--- src/rtl/matrix_mul_seq.sv ---
// Sequential NxN unsigned matrix multiplier, Y = A*B, built around one shared multiply-accumulate unit.
// Latency: a job accepted on edge T0 presents its result after edge T(N^3); back-to-back jobs cost N^3+2 cycles.
// Backpressure: in_ready is high only in IDLE; in DONE the result and ovf are held for as long as out_ready stays low.
//
// Ports:
//   clk, rst_n            clock; asynchronous active-low reset
//   in_valid / in_ready   operand job handshake (in_ready == state is IDLE)
//   a_flat, b_flat        operands, element [i][j] at bits [(i*N+j)*DW +: DW]
//   out_valid / out_ready result handshake; y_flat is meaningful only while out_valid is high
//   y_flat                result, element [i][j] at bits [(i*N+j)*OW +: OW]
//   ovf                   sticky per job: an element was clamped (MATMUL_SAT_EN builds only, otherwise 0)
//
// Build option: define MATMUL_SAT_EN to clamp elements that exceed 2^OW-1 instead of keeping the low OW bits.
module matrix_mul_seq #(
   parameter int N  = 4,
   parameter int DW = 4,
   parameter int OW = 16
) (
   input  logic              clk,
   input  logic              rst_n,
   input  logic              in_valid,
   output logic              in_ready,
   input  logic [N*N*DW-1:0] a_flat,
   input  logic [N*N*DW-1:0] b_flat,
   output logic              out_valid,
   input  logic              out_ready,
   output logic [N*N*OW-1:0] y_flat,
   output logic              ovf
);

   localparam int IW = $clog2(N);
   localparam int PW = 2 * DW;
   // One spare bit above the worst-case sum of N full-scale products, so acc never wraps.
   localparam int AW = 2 * DW + $clog2(N) + 1;

`ifdef MATMUL_SAT_EN
   localparam bit SAT_EN = 1'b1;
`else
   localparam bit SAT_EN = 1'b0;
`endif

   typedef enum logic [1:0] {IDLE, COMPUTE, DONE} state_t;

   state_t            state;
   state_t            state_nxt;
   logic [N*N*DW-1:0] a_reg;
   logic [N*N*DW-1:0] b_reg;
   logic [N*N*OW-1:0] y_reg;
   logic [AW-1:0]     acc;
   logic [AW-1:0]     sum;
   logic [IW-1:0]     i;
   logic [IW-1:0]     j;
   logic [IW-1:0]     k;
   logic [DW-1:0]     a_el;
   logic [DW-1:0]     b_el;
   logic [PW-1:0]     prod;
   logic [OW-1:0]     elem;
   logic              elem_sat;
   logic              ovf_q;
   logic              i_last;
   logic              j_last;
   logic              k_last;
   logic              accept;
   logic              last_mac;

   // ---------------- multiply-accumulate datapath ----------------
   assign a_el = a_reg[(int'(i) * N + int'(k)) * DW +: DW];
   assign b_el = b_reg[(int'(k) * N + int'(j)) * DW +: DW];
   assign prod = PW'(a_el) * PW'(b_el);
   assign sum  = acc + AW'(prod);

   // Element narrowing: only possible when the result bus is narrower than the accumulator.
   generate
      if (OW < AW) begin : g_clip
         logic hi;
         assign hi       = |sum[AW-1:OW];
         assign elem_sat = hi & SAT_EN;
         assign elem     = elem_sat ? {OW{1'b1}} : sum[OW-1:0];
      end else begin : g_full
         assign elem_sat = 1'b0;
         assign elem     = OW'(sum);
      end
   endgenerate

   assign i_last   = (i == IW'(N - 1));
   assign j_last   = (j == IW'(N - 1));
   assign k_last   = (k == IW'(N - 1));
   assign last_mac = i_last & j_last & k_last;
   assign accept   = in_valid & (state == IDLE);

   // ---------------- control FSM ----------------
   always_ff @(posedge clk or negedge rst_n) begin
      if (!rst_n) begin
         state <= IDLE;
      end else begin
         state <= state_nxt;
      end
   end

   always_comb begin
      state_nxt = state;
      in_ready  = 1'b0;
      out_valid = 1'b0;
      case (state)
         IDLE: begin
            in_ready = 1'b1;
            if (in_valid) begin
               state_nxt = COMPUTE;
            end
         end
         COMPUTE: begin
            if (last_mac) begin
               state_nxt = DONE;
            end
         end
         DONE: begin
            out_valid = 1'b1;
            if (out_ready) begin
               state_nxt = IDLE;
            end
         end
         default: state_nxt = IDLE;
      endcase
   end

   // ---------------- operand capture, indices, accumulator, result ----------------
   always_ff @(posedge clk or negedge rst_n) begin
      if (!rst_n) begin
         a_reg <= '0;
         b_reg <= '0;
         y_reg <= '0;
         acc   <= '0;
         i     <= '0;
         j     <= '0;
         k     <= '0;
         ovf_q <= 1'b0;
      end else if (accept) begin
         a_reg <= a_flat;
         b_reg <= b_flat;
         acc   <= '0;
         i     <= '0;
         j     <= '0;
         k     <= '0;
         ovf_q <= 1'b0;
      end else if (state == COMPUTE) begin
         if (k_last) begin
            // Final product of the dot product goes straight into the element; acc restarts.
            y_reg[(int'(i) * N + int'(j)) * OW +: OW] <= elem;
            ovf_q <= ovf_q | elem_sat;
            acc   <= '0;
            k     <= '0;
            if (j_last) begin
               j <= '0;
               i <= i_last ? '0 : i + 1'b1;
            end else begin
               j <= j + 1'b1;
            end
         end else begin
            acc <= sum;
            k   <= k + 1'b1;
         end
      end
   end

   assign y_flat = y_reg;
   assign ovf    = ovf_q;

endmodule

--- config.mk ---
export PLATFORM = sky130hd
export DESIGN_NAME = matrix_mul_seq
export DESIGN_NICKNAME = d
export VERILOG_FILES = /design/src/rtl/matrix_mul_seq.sv
export SDC_FILE = /design/constraint.sdc
export NUM_CORES = 1
export LEC_CHECK = 0
export ABC_CLOCK_PERIOD_IN_PS = 6700
export CORE_MARGIN = 2
export CORE_UTILIZATION = 48
export CTS_CLUSTER_SIZE = 28
export DETAILED_ROUTE_END_ITERATION = 8
export GPL_TIMING_DRIVEN = 0
export PLACE_DENSITY_LB_ADDON = 0.3
export SYNTH_ARGS = -nofsm -noshare
export SYNTH_HDL_FRONTEND = slang
export SYNTH_SLANG_ARGS = --single-unit
--- constraint.sdc ---
create_clock -name clk -period 6.7 [get_ports clk]
set_clock_uncertainty 0.2 [all_clocks]
set_input_delay 1.005 -clock clk [delete_from_list [all_inputs] [get_ports clk]]
set_output_delay 1.005 -clock clk [all_outputs]
set_load 0.02 [all_outputs]
After elaboration in Yosys (flattened, before gate mapping)
Index checks and enable logic that the tools add are counted.

operators by class
  add/subtract/negate cells = 8
  multipliers = 1
  eq/ne operators = 8
  shift-type cells = 4
  multiplexer cells = 22
  bitwise gates (word level) = 4
  reductions and logical operators = 8

operator list
  kind                                                      number
  bitwise mux 256 bit                                       1
  variable shift 16 x 33 -> 256 bit (first input constant)  1
  variable part select 16 x 33 -> 256 bit                   1
  variable part select 64 x 8 -> 4 bit                      2
  two-way mux 11 bit                                        3
  negator 9 -> 33 bit                                       1
  two-way mux 2 bit                                         15
  adder 4 x 2 -> 5 bit                                      3
  adder 11 x 8 -> 11 bit                                    1
  AND reduction 3 bit                                       3
  == test 2 bit (second input constant)                     4
  multiplier 4 x 4 -> 8 bit                                 1
  adder 2 x 1 -> 2 bit (second input constant)              3
  inequality test 2 bit (second input constant)             3
  one-hot mux 2 bit (3 select lines)                        1
  nonzero test 2 bit                                        3
  AND 1 bit                                                 3
  == test 2 x 1 -> 1 bit (second input constant)            1
  logical NOT 2 bit                                         1
  two-way mux 1 bit                                         2
  AND reduction 2 bit                                       1
  inverter 1 bit                                            1

word-level totals
  register bits after elaboration = 403
  bits of input ports = 132

Logic depth before layout (Yosys ltp)
Gate-level depths: netlist of run 1.

  depth after elaboration = 7
  depth in mapped cells = 19
  depth with buffers taken out = 17

Worst setup path before layout of run 1
No wires, ideal clock.

  path kind = flip-flop to flip-flop
  from = reg j[0]
  to = reg y_reg[103], in the netlist y_flat[103]
  data arrival time = 4.866 ns
  required time = 6.423 ns
  setup slack = 1.557 ns
  stages on the path, launching flop included = 16
  path buffers = 2
  clock period less this slack = 5.143 ns
  cells stage by stage = dfrtp_1 -> buf_4 -> buf_6 -> mux4_2 -> a221oi_2 -> or2_1 -> fa_1 -> fa_1 -> fa_1 -> inv_1 -> ha_1 -> a211oi_1 -> o21ai_2 -> xnor2_1 -> or4b_4 -> o21ai_1

on the way
  word-level cells in the longest chain between the ends = 6
  elaborated cells between the ends (all ways) = 9
  classes of those cells = add/sub (4); mul (1); shift (3); mux (1)

ends and longest elaborated chain
  element                                  line  source
  start: declaration                       52    logic [IW-1:0] j;
  start signal: assignment                 156   j <= j + 1'b1;
  adder 4 x 2 -> 5 bit                     68    assign b_el = b_reg[(int'(k) * N + int'(j)) * DW +: DW];
  variable part select 64 x 8 -> 4 bit     68
  multiplier 4 x 4 -> 8 bit                69    assign prod = PW'(a_el) * PW'(b_el);
  adder 11 x 8 -> 11 bit                   70    assign sum = acc + AW'(prod);
  variable part select 16 x 33 -> 256 bit  148   y_reg[(int'(i) * N + int'(j)) * OW +: OW] <= elem;
  bitwise mux 256 bit (*)                  148
  end signal: indexed assignment           148
  end: declaration                         48    logic [N*N*OW-1:0] y_reg;

Mark *: on every way between the ends. The rest lies on a longest branch, timed or not.
A chain may end at the register's enable or synchronous reset.

Final worst setup path of run 1
  from = reg i[0]
  to = reg y_reg[88], in the netlist y_flat[88]

on the way
  word-level cells in the longest chain between the ends = 6
  elaborated cells between the ends (all ways) = 9
  classes of those cells = add/sub (4); mul (1); shift (3); mux (1)

ends and longest elaborated chain
  element                                  line  source
  start: declaration                       51    logic [IW-1:0] i;
  start signal: assignment                 154   i <= i_last ? '0 : i + 1'b1;
  adder 4 x 2 -> 5 bit                     67    assign a_el = a_reg[(int'(i) * N + int'(k)) * DW +: DW];
  variable part select 64 x 8 -> 4 bit     67
  multiplier 4 x 4 -> 8 bit                69
  adder 11 x 8 -> 11 bit                   70
  variable part select 16 x 33 -> 256 bit  148
  bitwise mux 256 bit (*)                  148

Marked as above.

==> tab_implementation.tex, run 1 <==
\begin{tabular}{lr}
\hline
Metric & Value \\
\hline
\multicolumn{2}{l}{\textbf{Synth}} \\
\quad Post-synthesis mux area share & 15.4\% \\
\quad Post-synthesis share of cell area spent on full adders, half adders and majority gates & 3.54\% \\
\quad Seq/Total Area, Yosys & 55.3\% \\
\quad Async set-reset flop share out of synthesis & 100\% \\
\quad Number of warnings reported in the yosys synthesis log & 0 \\
\quad Fraction of synthesized cell area in xor and xnor cells & 0.462\% \\
\quad Share of synthesized cell area in and, or, nand and nor gates & 9.28\% \\
\quad Gate count after technology mapping & 1235 \\
\quad Post-synth cell types & 55 \\
\quad Post-Synthesis Mean Instance Area & 11.8 um\^{}2 \\
\quad Fraction of the mapped netlist area in compound gates & 8.94\% \\
\quad Number of flops mapped to enable cells by yosys & 0 \\
\quad Main synth FF type & sky130\_fd\_sc\_hd\_\_dfrtp\_1 \\
\quad FF+latch count, synth & 323 \\
\quad Netlist Area Pre-Place & 14600 um\^{}2 \\
\quad Largest family of logic cells by synthesized area & multiplexers \\
\multicolumn{2}{l}{\textbf{Timing}} \\
\quad Unrepaired setup endpoints after global routing & false \\
\quad Number of hold violations in the final report & 0 \\
\quad Final critical path time including I/O delays and setup & 6.37 ns \\
\quad Worst hold margin & 0.278 ns \\
\quad Ratio of final minimum period to clock period & 95.1\% \\
\quad Max frequency & 157 MHz \\
\quad Setup TNS & 0 ns \\
\quad Total of endpoints with negative setup slack in the final report & 0 \\
\quad Final Slew Violations & 0 \\
\quad Slew at the pin closest to its max-slew limit & 0.889 ns \\
\quad Rel. slew slack & 40.5\% \\
\multicolumn{2}{l}{\textbf{Floorplan}} \\
\quad Initial core utilization & 49.1\% \\
\quad Standard-cell rows & 63 \\
\quad Ports & 391 \\
\quad Chip Height & 179 um \\
\quad Core Box Area & 29800 um\^{}2 \\
\quad Area of the die & 31900 um\^{}2 \\
\quad Die Wd & 179 um \\
\multicolumn{2}{l}{\textbf{Clock tree}} \\
\quad H-Tree Depth & 2 \\
\quad Total clock buffers created by CTS & 35 \\
\quad Worst-case clock buffer depth & 3 \\
\quad Number of buffers added for setup after CTS & 0 \\
\quad Clock sink count & 323 \\
\quad Hold-fix buffers at CTS & 0 \\
\quad CTS tree & done \\
\quad Clock slew at reported path FFs & 0.06 ns \\
\quad Total of cells resized after clock tree synthesis & 0 \\
\quad Insertion delay of the later-clocked pin in the worst-skew pair & 0.52 ns \\
\quad Clock Root Buffer & sky130\_fd\_sc\_hd\_\_clkbuf\_16 \\
\multicolumn{2}{l}{\textbf{GRT}} \\
\quad Wire length of the first global-routing pass & 61100 um \\
\quad All-Layer GR Usage & 25.0\% \\
\quad Pin count of the biggest net entering global routing & 122 \\
\quad Fraction of met3 tracks used by global routing & 5.88\% \\
\quad Met1 Usage GRT & 32.6\% \\
\quad Vias in the first global route & 10900 \\
\quad Overflow after GRT & 0 \\
\quad Antenna violations before repair & 0 \\
\quad Busiest grt layer & met2 \\
\quad Global Route met2 Usage & 41.7\% \\
\multicolumn{2}{l}{\textbf{Cells and area}} \\
\quad Filler Cells Inserted & 2275 \\
\quad Number of flip-flops under the largest register name & 176 \\
\quad Post-route cell area & 19700 um\^{}2 \\
\quad Antenna diode count & 0 \\
\quad Highest-count cells in the layout ignoring fill and taps & sky130\_fd\_sc\_hd\_\_dfrtp\_1, sky130\_fd\_sc\_hd\_\_clkdlybuf4s50\_1, sky130\_fd\_sc\_hd\_\_nand2\_1 \\
\quad Area growth from synthesis to layout & 35.0\% \\
\quad Share of post-route cells with drive strength above 1 & 22.1\% \\
\quad Most common cell after layout, fill and taps aside & sky130\_fd\_sc\_hd\_\_dfrtp\_1 \\
\quad Fin nets & 1831 \\
\quad Final Core Density & 66.3\% \\
\multicolumn{2}{l}{\textbf{Worst setup path}} \\
\quad Endpoint class of the critical path & register \\
\quad Worst Setup Path Type & register to register \\
\quad Worst r2r path cells & 15 \\
\quad Critical R2R Capture & y\_flat[88] \\
\quad Data arrival time of the critical path & 6.54 ns \\
\quad Origin of the critical flop-to-flop path & i[0] \\
\quad Largest fanout on the critical path & 10 \\
\quad R2R setup slack & 0.33 ns \\
\quad Required @ worst endpoint & 6.87 ns \\
\quad Critical Path Source Type & register \\
\multicolumn{2}{l}{\textbf{Power}} \\
\quad Total power draw & 10.2 mW \\
\quad Internal Pwr Total & 5.85 mW \\
\quad Leakage power figure & 8.82 nW \\
\quad Sequential fraction of design power & 29.8\% \\
\quad Net switching share of the total power & 42.7\% \\
\quad Part of the total power dissipated in the clock network & 18.9\% \\
\quad Power per unit of standard cell area & 517 nW/um\^{}2 \\
\quad Max VDD drop & 472 uV \\
\quad Switching power total & 4.35 mW \\
\quad Combinational group share of total power & 51.3\% \\
\multicolumn{2}{l}{\textbf{Worst hold path}} \\
\quad Classification of the worst-slack hold path & input pin to asynchronous set/reset pin \\
\multicolumn{2}{l}{\textbf{Detailed routing}} \\
\quad 1st-pass router iterations & 5 \\
\quad Residual DRC & 0 \\
\quad Antenna violation net count after detailed routing & 0 \\
\quad Routed via count & 10900 \\
\quad Wire length per cell after detailed routing & 19.0 um \\
\quad Vias per inst & 5.23 \\
\quad Post-detailed-routing wire length & 39400 um \\
\quad First-iteration detailed-routing DRC count & 840 \\
\multicolumn{2}{l}{\textbf{Placement}} \\
\quad Count of port buffers added during placement & 309 \\
\quad Placer's final routability congestion estimate & 0.811 \\
\quad Cell Area, Placed & 18600 um\^{}2 \\
\quad Post-DP HPWL & 29700 um \\
\multicolumn{2}{l}{\textbf{Outcome}} \\
\quad Outcome & finished clean \\
\multicolumn{2}{l}{\textbf{Run}} \\
\quad Maximum Capacitance Violations & 0 \\
\hline
\end{tabular}
## worst max-delay path, stage by stage, from the launching register on
cell	delay [ns]
sky130_fd_sc_hd__dfrtp_1	0.48
sky130_fd_sc_hd__buf_2	0.35
sky130_fd_sc_hd__buf_2	0.33
sky130_fd_sc_hd__mux4_2	0.35
sky130_fd_sc_hd__a221oi_1	0.67
sky130_fd_sc_hd__or2_1	0.21
sky130_fd_sc_hd__fa_1	0.44
sky130_fd_sc_hd__fa_1	0.51
sky130_fd_sc_hd__fa_1	0.51
sky130_fd_sc_hd__inv_1	0.04
sky130_fd_sc_hd__ha_1	0.35
sky130_fd_sc_hd__nor2_1	0.09
sky130_fd_sc_hd__o31a_4	0.37
sky130_fd_sc_hd__a311oi_2	0.79
sky130_fd_sc_hd__buf_2	0.39
sky130_fd_sc_hd__o21ai_0	0.13
## routing by layer
metal  vias to the layer above  part of all wire [%]  routed length, um
li1                       4999                     -                  -
met1                      5361                    40              15600
met2                       454                    49              19200
met3                        67                   9.1               3570
met4                         0                   2.6               1020
met5                         -                     0                  0
## worst max-delay path by stage
| stage | startpoint | to | slack (ns) | cells after the start |
|---|---|---|---|---|
| floorplan | j[0] | y_flat[103] | 1.56 | 15 |
| global placement | rst_n | b_reg[7] | -9.19 | 1 |
| detailed placement | i[0] | y_flat[137] | 0.25 | 16 |
| CTS | i[0] | y_flat[215] | 0.21 | 15 |
| global route | i[0] | y_flat[149] | 0.02 | 16 |
| finish | i[0] | y_flat[88] | 0.33 | 15 |
## layout make-up
type | count | area, um^2 | share of cell area, %
flip-flops and latches | 323 | 8080 | 40.9
multi-input cells | 818 | 5810 | 29.4
repair buffers | 311 | 3150 | 16.0
clock buffers | 54 | 1080 | 5.46
plain buffers | 146 | 935 | 4.73
well taps | 390 | 488 | 2.47
inverters | 28 | 105 | 0.532
clock inverters | 9 | 92.6 | 0.469
## power by group through the flow
stage	Clock, mW	Sequential, mW	Combinational [mW]
finish	1.93	3.05	5.23
global route	2.05	3.13	5.67
CTS	1.96	3.05	5.27
detailed placement	0	3.07	5.25
global placement	0	3.05	5.12
floorplan	0	3.26	2.94
## through the flow
step	std cells	setup slack [ns]
final	2079	0.330
after detailed placement	2016	0.248
after global routing	2079	0.0184
after floorplan	1315	1.56
after CTS	2079	0.214
after global placement	2014	-9.19
## kinds of logic after synthesis
group	after synthesis
simple gates	303
compound gates	224
mux	168
flops	323
buf+inv	174
fa+ha+maj	36
other cells	1
xor+xnor	6
## synthesized netlist by cell type (2+ instances only)
master / count / area share [%]
sky130_fd_sc_hd__xor2_1: 3 / 0.18
sky130_fd_sc_hd__nor3_1: 6 / 0.21
sky130_fd_sc_hd__a221oi_2: 7 / 0.72
sky130_fd_sc_hd__nor2_2: 2 / 0.086
sky130_fd_sc_hd__mux2_2: 133 / 10
sky130_fd_sc_hd__buf_2: 35 / 1.2
sky130_fd_sc_hd__or2_1: 4 / 0.17
sky130_fd_sc_hd__o211ai_1: 2 / 0.10
sky130_fd_sc_hd__inv_1: 28 / 0.72
sky130_fd_sc_hd__mux2i_1: 3 / 0.21
sky130_fd_sc_hd__or4b_4: 2 / 0.19
sky130_fd_sc_hd__o21ai_0: 150 / 5.1
sky130_fd_sc_hd__fa_1: 9 / 1.2
sky130_fd_sc_hd__a21oi_1: 9 / 0.31
sky130_fd_sc_hd__and2_1: 5 / 0.21
sky130_fd_sc_hd__buf_6: 3 / 0.23
sky130_fd_sc_hd__nand3b_1: 2 / 0.10
sky130_fd_sc_hd__ha_1: 27 / 2.3
sky130_fd_sc_hd__mux4_2: 32 / 4.9
sky130_fd_sc_hd__dfrtp_1: 323 / 55
sky130_fd_sc_hd__clkbuf_1: 21 / 0.54
sky130_fd_sc_hd__buf_4: 85 / 4.4
sky130_fd_sc_hd__buf_1: 2 / 0.051
sky130_fd_sc_hd__nand3_1: 16 / 0.55
sky130_fd_sc_hd__nand3_2: 3 / 0.21
sky130_fd_sc_hd__o21ai_1: 32 / 1.1
sky130_fd_sc_hd__nor2b_1: 3 / 0.13
sky130_fd_sc_hd__a22o_1: 13 / 0.78
sky130_fd_sc_hd__nor3_2: 2 / 0.14
sky130_fd_sc_hd__or3_1: 4 / 0.17
sky130_fd_sc_hd__nor2_1: 24 / 0.62
sky130_fd_sc_hd__nand4_1: 16 / 0.68
sky130_fd_sc_hd__nand2b_1: 3 / 0.13
sky130_fd_sc_hd__nand2_1: 205 / 5.3
Note: power is estimated with default switching activity, not from simulation.
==> run 2: changes to the inputs <==
- ABC_CLOCK_PERIOD_IN_PS: 6700 -> 8250
- GPL_TIMING_DRIVEN: 0 -> not set
- clock period: 6.7 -> 8.25 ns (I/O delays scaled with it)
==> run 2 against run 1 <==
Net effect: power decreased by 21%; worst setup slack improved by 1.5 ns; sequential power is 16% lower; final area fell by 5.2%; highest routed layer unchanged; via count shrank 5.7%; flip-flop and latch count unchanged; core utilization shrank 3.4 points; largest cell class unchanged; critical path type unchanged; clock-buffer cell count shrank 3; combinational power fell by 24%.
==> tab_implementation.tex, run 2 (same netlist as run 1, synthesis figures left out) <==
\begin{tabular}{lr}
\hline
Metric & Value \\
\hline
\multicolumn{2}{l}{\textbf{Timing}} \\
\quad Ratio of final minimum period to clock period & 77.2\% (-18 points) \\
\quad Rel. slew slack & 23.5\% (-17 points) \\
\quad Unrepaired setup endpoints after global routing & false \\
\quad Total of endpoints with negative setup slack in the final report & 0 (unchanged) \\
\quad Worst hold margin & 0.278 ns (-0.000511 ns) \\
\quad Final Slew Violations & 0 (unchanged) \\
\quad Number of hold violations in the final report & 0 (unchanged) \\
\quad Max frequency & 157 MHz (about the same) \\
\quad Setup slack of the critical path after layout & 1.88 ns (+1.55 ns) \\
\quad Setup TNS & 0 ns (unchanged) \\
\quad Final critical path time including I/O delays and setup & 6.37 ns (+0.00162 ns) \\
\quad Slew at the pin closest to its max-slew limit & 1.14 ns (+0.251 ns) \\
\multicolumn{2}{l}{\textbf{Power}} \\
\quad Part of the total power dissipated in the clock network & 18.3\% (-0.6 points) \\
\quad Internal Pwr Total & 4.63 mW (-21\%) \\
\quad Sequential fraction of design power & 32.0\% (+2.2 points) \\
\quad Power per unit of standard cell area & 429 nW/um\^{}2 (-17\%) \\
\quad Leakage power figure & 8.11 nW (-8.0\%) \\
\quad Net switching share of the total power & 42.3\% (-0.34 points) \\
\quad Total power draw & 8.03 mW (-21\%) \\
\quad Switching power total & 3.40 mW (-22\%) \\
\quad Combinational group share of total power & 49.7\% (-1.6 points) \\
\quad Max VDD drop & 498 uV (+5.4\%) \\
\multicolumn{2}{l}{\textbf{Placement}} \\
\quad Placer's final routability congestion estimate & 0.845 (+4.1\%) \\
\quad Post-DP HPWL & 26700 um (-9.9\%) \\
\quad Pre-CTS worst setup slack & 1.86 ns (+1.61 ns) \\
\quad Count of port buffers added during placement & 309 (unchanged) \\
\quad Cell Area, Placed & 17700 um\^{}2 (-4.9\%) \\
\multicolumn{2}{l}{\textbf{GRT}} \\
\quad Vias in the first global route & 10200 (-6.3\%) \\
\quad All-Layer GR Usage & 23.0\% (-2.0 points) \\
\quad Overflow after GRT & 0 (unchanged) \\
\quad Wire length of the first global-routing pass & 56400 um (-7.7\%) \\
\quad Pin count of the biggest net entering global routing & 188 (+54\%) \\
\quad Antenna violations before repair & 0 (unchanged) \\
\multicolumn{2}{l}{\textbf{Worst setup path}} \\
\quad Critical R2R Capture & y\_flat[103] \\
\quad Highest-delay cell along the critical path & sky130\_fd\_sc\_hd\_\_dfrtp\_2 \\
\quad Endpoint class of the critical path & register \\
\quad Largest fanout on the critical path & 35 (+25) \\
\quad Largest incremental delay on the critical path & 1.03 ns (+0.24 ns) \\
\quad Data arrival time of the critical path & 6.58 ns (+0.04 ns) \\
\quad Worst Setup Path Type & register to register \\
\quad R2R setup slack & 1.88 ns (+1.55 ns) \\
\quad Worst r2r path cells & 14 (-1) \\
\quad Critical Path Source Type & register \\
\quad Bufs and invs on worst path & 1 (-3) \\
\quad Cell occurring most often along the worst timing path & sky130\_fd\_sc\_hd\_\_fa\_1 \\
\quad Required @ worst endpoint & 8.46 ns (+1.59 ns) \\
\quad Origin of the critical flop-to-flop path & k[0] \\
\quad Crit path max-delay family & adder cells \\
\quad Critical path, cell by cell & mux4\_2 -> a22o\_1 -> a221oi\_1 -> or2\_1 -> fa\_1 -> fa\_1 -> fa\_1 -> inv\_1 -> ha\_1 -> a211oi\_1 -> o21ai\_2 -> xnor2\_2 -> or4b\_4 -> o21ai\_1 \\
\multicolumn{2}{l}{\textbf{Cells and area}} \\
\quad Number of flip-flops under the largest register name & 176 (unchanged) \\
\quad FF/Latch Area & 8090 um\^{}2 (about the same) \\
\quad Filler Cells Inserted & 2400 (+5.5\%) \\
\quad Area growth from synthesis to layout & 28.0\% \\
\quad Area occupied by multi-input gates & 5820 um\^{}2 (+0.19\%) \\
\quad Most common cell after layout, fill and taps aside & sky130\_fd\_sc\_hd\_\_dfrtp\_1 \\
\quad Antenna diode count & 0 (unchanged) \\
\quad Post-route cell area & 18700 um\^{}2 (-5.2\%) \\
\quad Share of post-route cells with drive strength above 1 & 16.4\% (-5.7 points) \\
\quad Fin nets & 1688 (-7.8\%) \\
\quad Highest-count cells in the layout ignoring fill and taps & sky130\_fd\_sc\_hd\_\_dfrtp\_1, sky130\_fd\_sc\_hd\_\_clkdlybuf4s50\_1, sky130\_fd\_sc\_hd\_\_nand2\_1 \\
\multicolumn{2}{l}{\textbf{Clock tree}} \\
\quad Insertion delay of the later-clocked pin in the worst-skew pair & 0.50 ns (-0.02 ns) \\
\quad Total of cells resized after clock tree synthesis & 0 (unchanged) \\
\quad Total clock buffers created by CTS & 34 (-2.9\%) \\
\quad CTS tree & done \\
\quad Clock sink count & 323 (unchanged) \\
\quad H-Tree Depth & 2 (unchanged) \\
\quad Hold-fix buffers at CTS & 0 (unchanged) \\
\quad Clock slew at reported path FFs & 0.06 ns (about the same) \\
\quad Worst-case clock buffer depth & 3 (unchanged) \\
\quad Number of buffers added for setup after CTS & 0 (unchanged) \\
\quad Clock Root Buffer & sky130\_fd\_sc\_hd\_\_clkbuf\_16 \\
\multicolumn{2}{l}{\textbf{Worst hold path}} \\
\quad Worst Hold Path EP & y\_flat[208] \\
\quad Classification of the worst-slack hold path & register to register \\
\quad Startpoint of the lowest-slack hold path & y\_flat[208] \\
\quad Cell depth of the worst hold path & 2 \\
\multicolumn{2}{l}{\textbf{Detailed routing}} \\
\quad Wire length per cell after detailed routing & 19.1 um (+0.60\%) \\
\quad Post-detailed-routing wire length & 36900 um (-6.5\%) \\
\quad Antenna violation net count after detailed routing & 0 (unchanged) \\
\quad First-iteration detailed-routing DRC count & 878 (+4.5\%) \\
\quad Routed via count & 10300 (-5.7\%) \\
\quad Vias per inst & 5.31 (+1.4\%) \\
\quad Residual DRC & 0 (unchanged) \\
\quad 1st-pass router iterations & 5 (unchanged) \\
\multicolumn{2}{l}{\textbf{Floorplan}} \\
\quad Chip Height & 179 um (unchanged) \\
\quad Ports & 391 (unchanged) \\
\quad Core Box Area & 29800 um\^{}2 (unchanged) \\
\quad Die Wd & 179 um (unchanged) \\
\quad Area of the die & 31900 um\^{}2 (unchanged) \\
\quad Initial core utilization & 49.1\% (unchanged) \\
\quad Standard-cell rows & 63 (unchanged) \\
\multicolumn{2}{l}{\textbf{Run}} \\
\quad Maximum Capacitance Violations & 0 (unchanged) \\
\multicolumn{2}{l}{\textbf{Outcome}} \\
\quad Outcome & finished clean \\
\hline
\end{tabular}
## run 2: how the worst max path moves through the flow
stage	end	cells after the start	slack [ns]	startpoint
after floorplan	y_flat[103]	15	3.11	j[0]
after global placement	y_flat[103]	14	1.98	k[0]
after detailed placement	y_flat[167]	14	1.86	k[0]
after CTS	y_flat[103]	14	1.86	k[0]
after global routing	y_flat[103]	14	1.53	k[0]
final	y_flat[103]	14	1.88	k[0]
## run 2: power by group through the flow
| stage | sequential [mW] | clock (mW) | combinational (mW) |
|---|---|---|---|
| finish | 2.57 | 1.47 | 4.00 |
| global route | 2.65 | 1.57 | 4.35 |
| CTS | 2.57 | 1.50 | 4.04 |
| detailed placement | 2.60 | 0 | 4.02 |
| global placement | 2.58 | 0 | 3.91 |
| floorplan | 2.65 | 0 | 2.39 |
## run 2: layout make-up
type | instances | area share, %
inverters | 28 | 0.561
multi-input cells | 818 | 31.1
repair buffers | 315 | 16.9
flip-flops and latches | 323 | 43.2
well taps | 390 | 2.61
clock buffers | 51 | 5.32
clock inverters | 8 | 0.388
## run 2: per-stage QoR
| step | std cells | util, % |
|---|---|---|
| final | 1933 | 62.8 |
| after global routing | 1933 | 62.8 |
| after CTS | 1933 | 62.8 |
| after floorplan | 1315 | - |
| after detailed placement | 1874 | 59.2 |
| after global placement | 1874 | 59.2 |
## run 2: tightest hold or removal path, delay by kind of cell, from the launching register on
kind	cells	cell delay [ns]
AND/OR/NAND/NOR	1	0.04
flip-flops	1	0.34
AO/OA/AOI/OAI	1	0.06
## run 2: per-layer routing
| metal | up-vias | wire [um] | global-route usage (%) |
|---|---|---|---|
| met1 | 5117 | 16100 | 31.7 |
| met5 | - | 0 | 0 |
| met2 | 385 | 17700 | 37.7 |
| met3 | 52 | 2470 | 4.35 |
| li1 | 4703 | - | - |
| met4 | 0 | 687 | 5.62 |
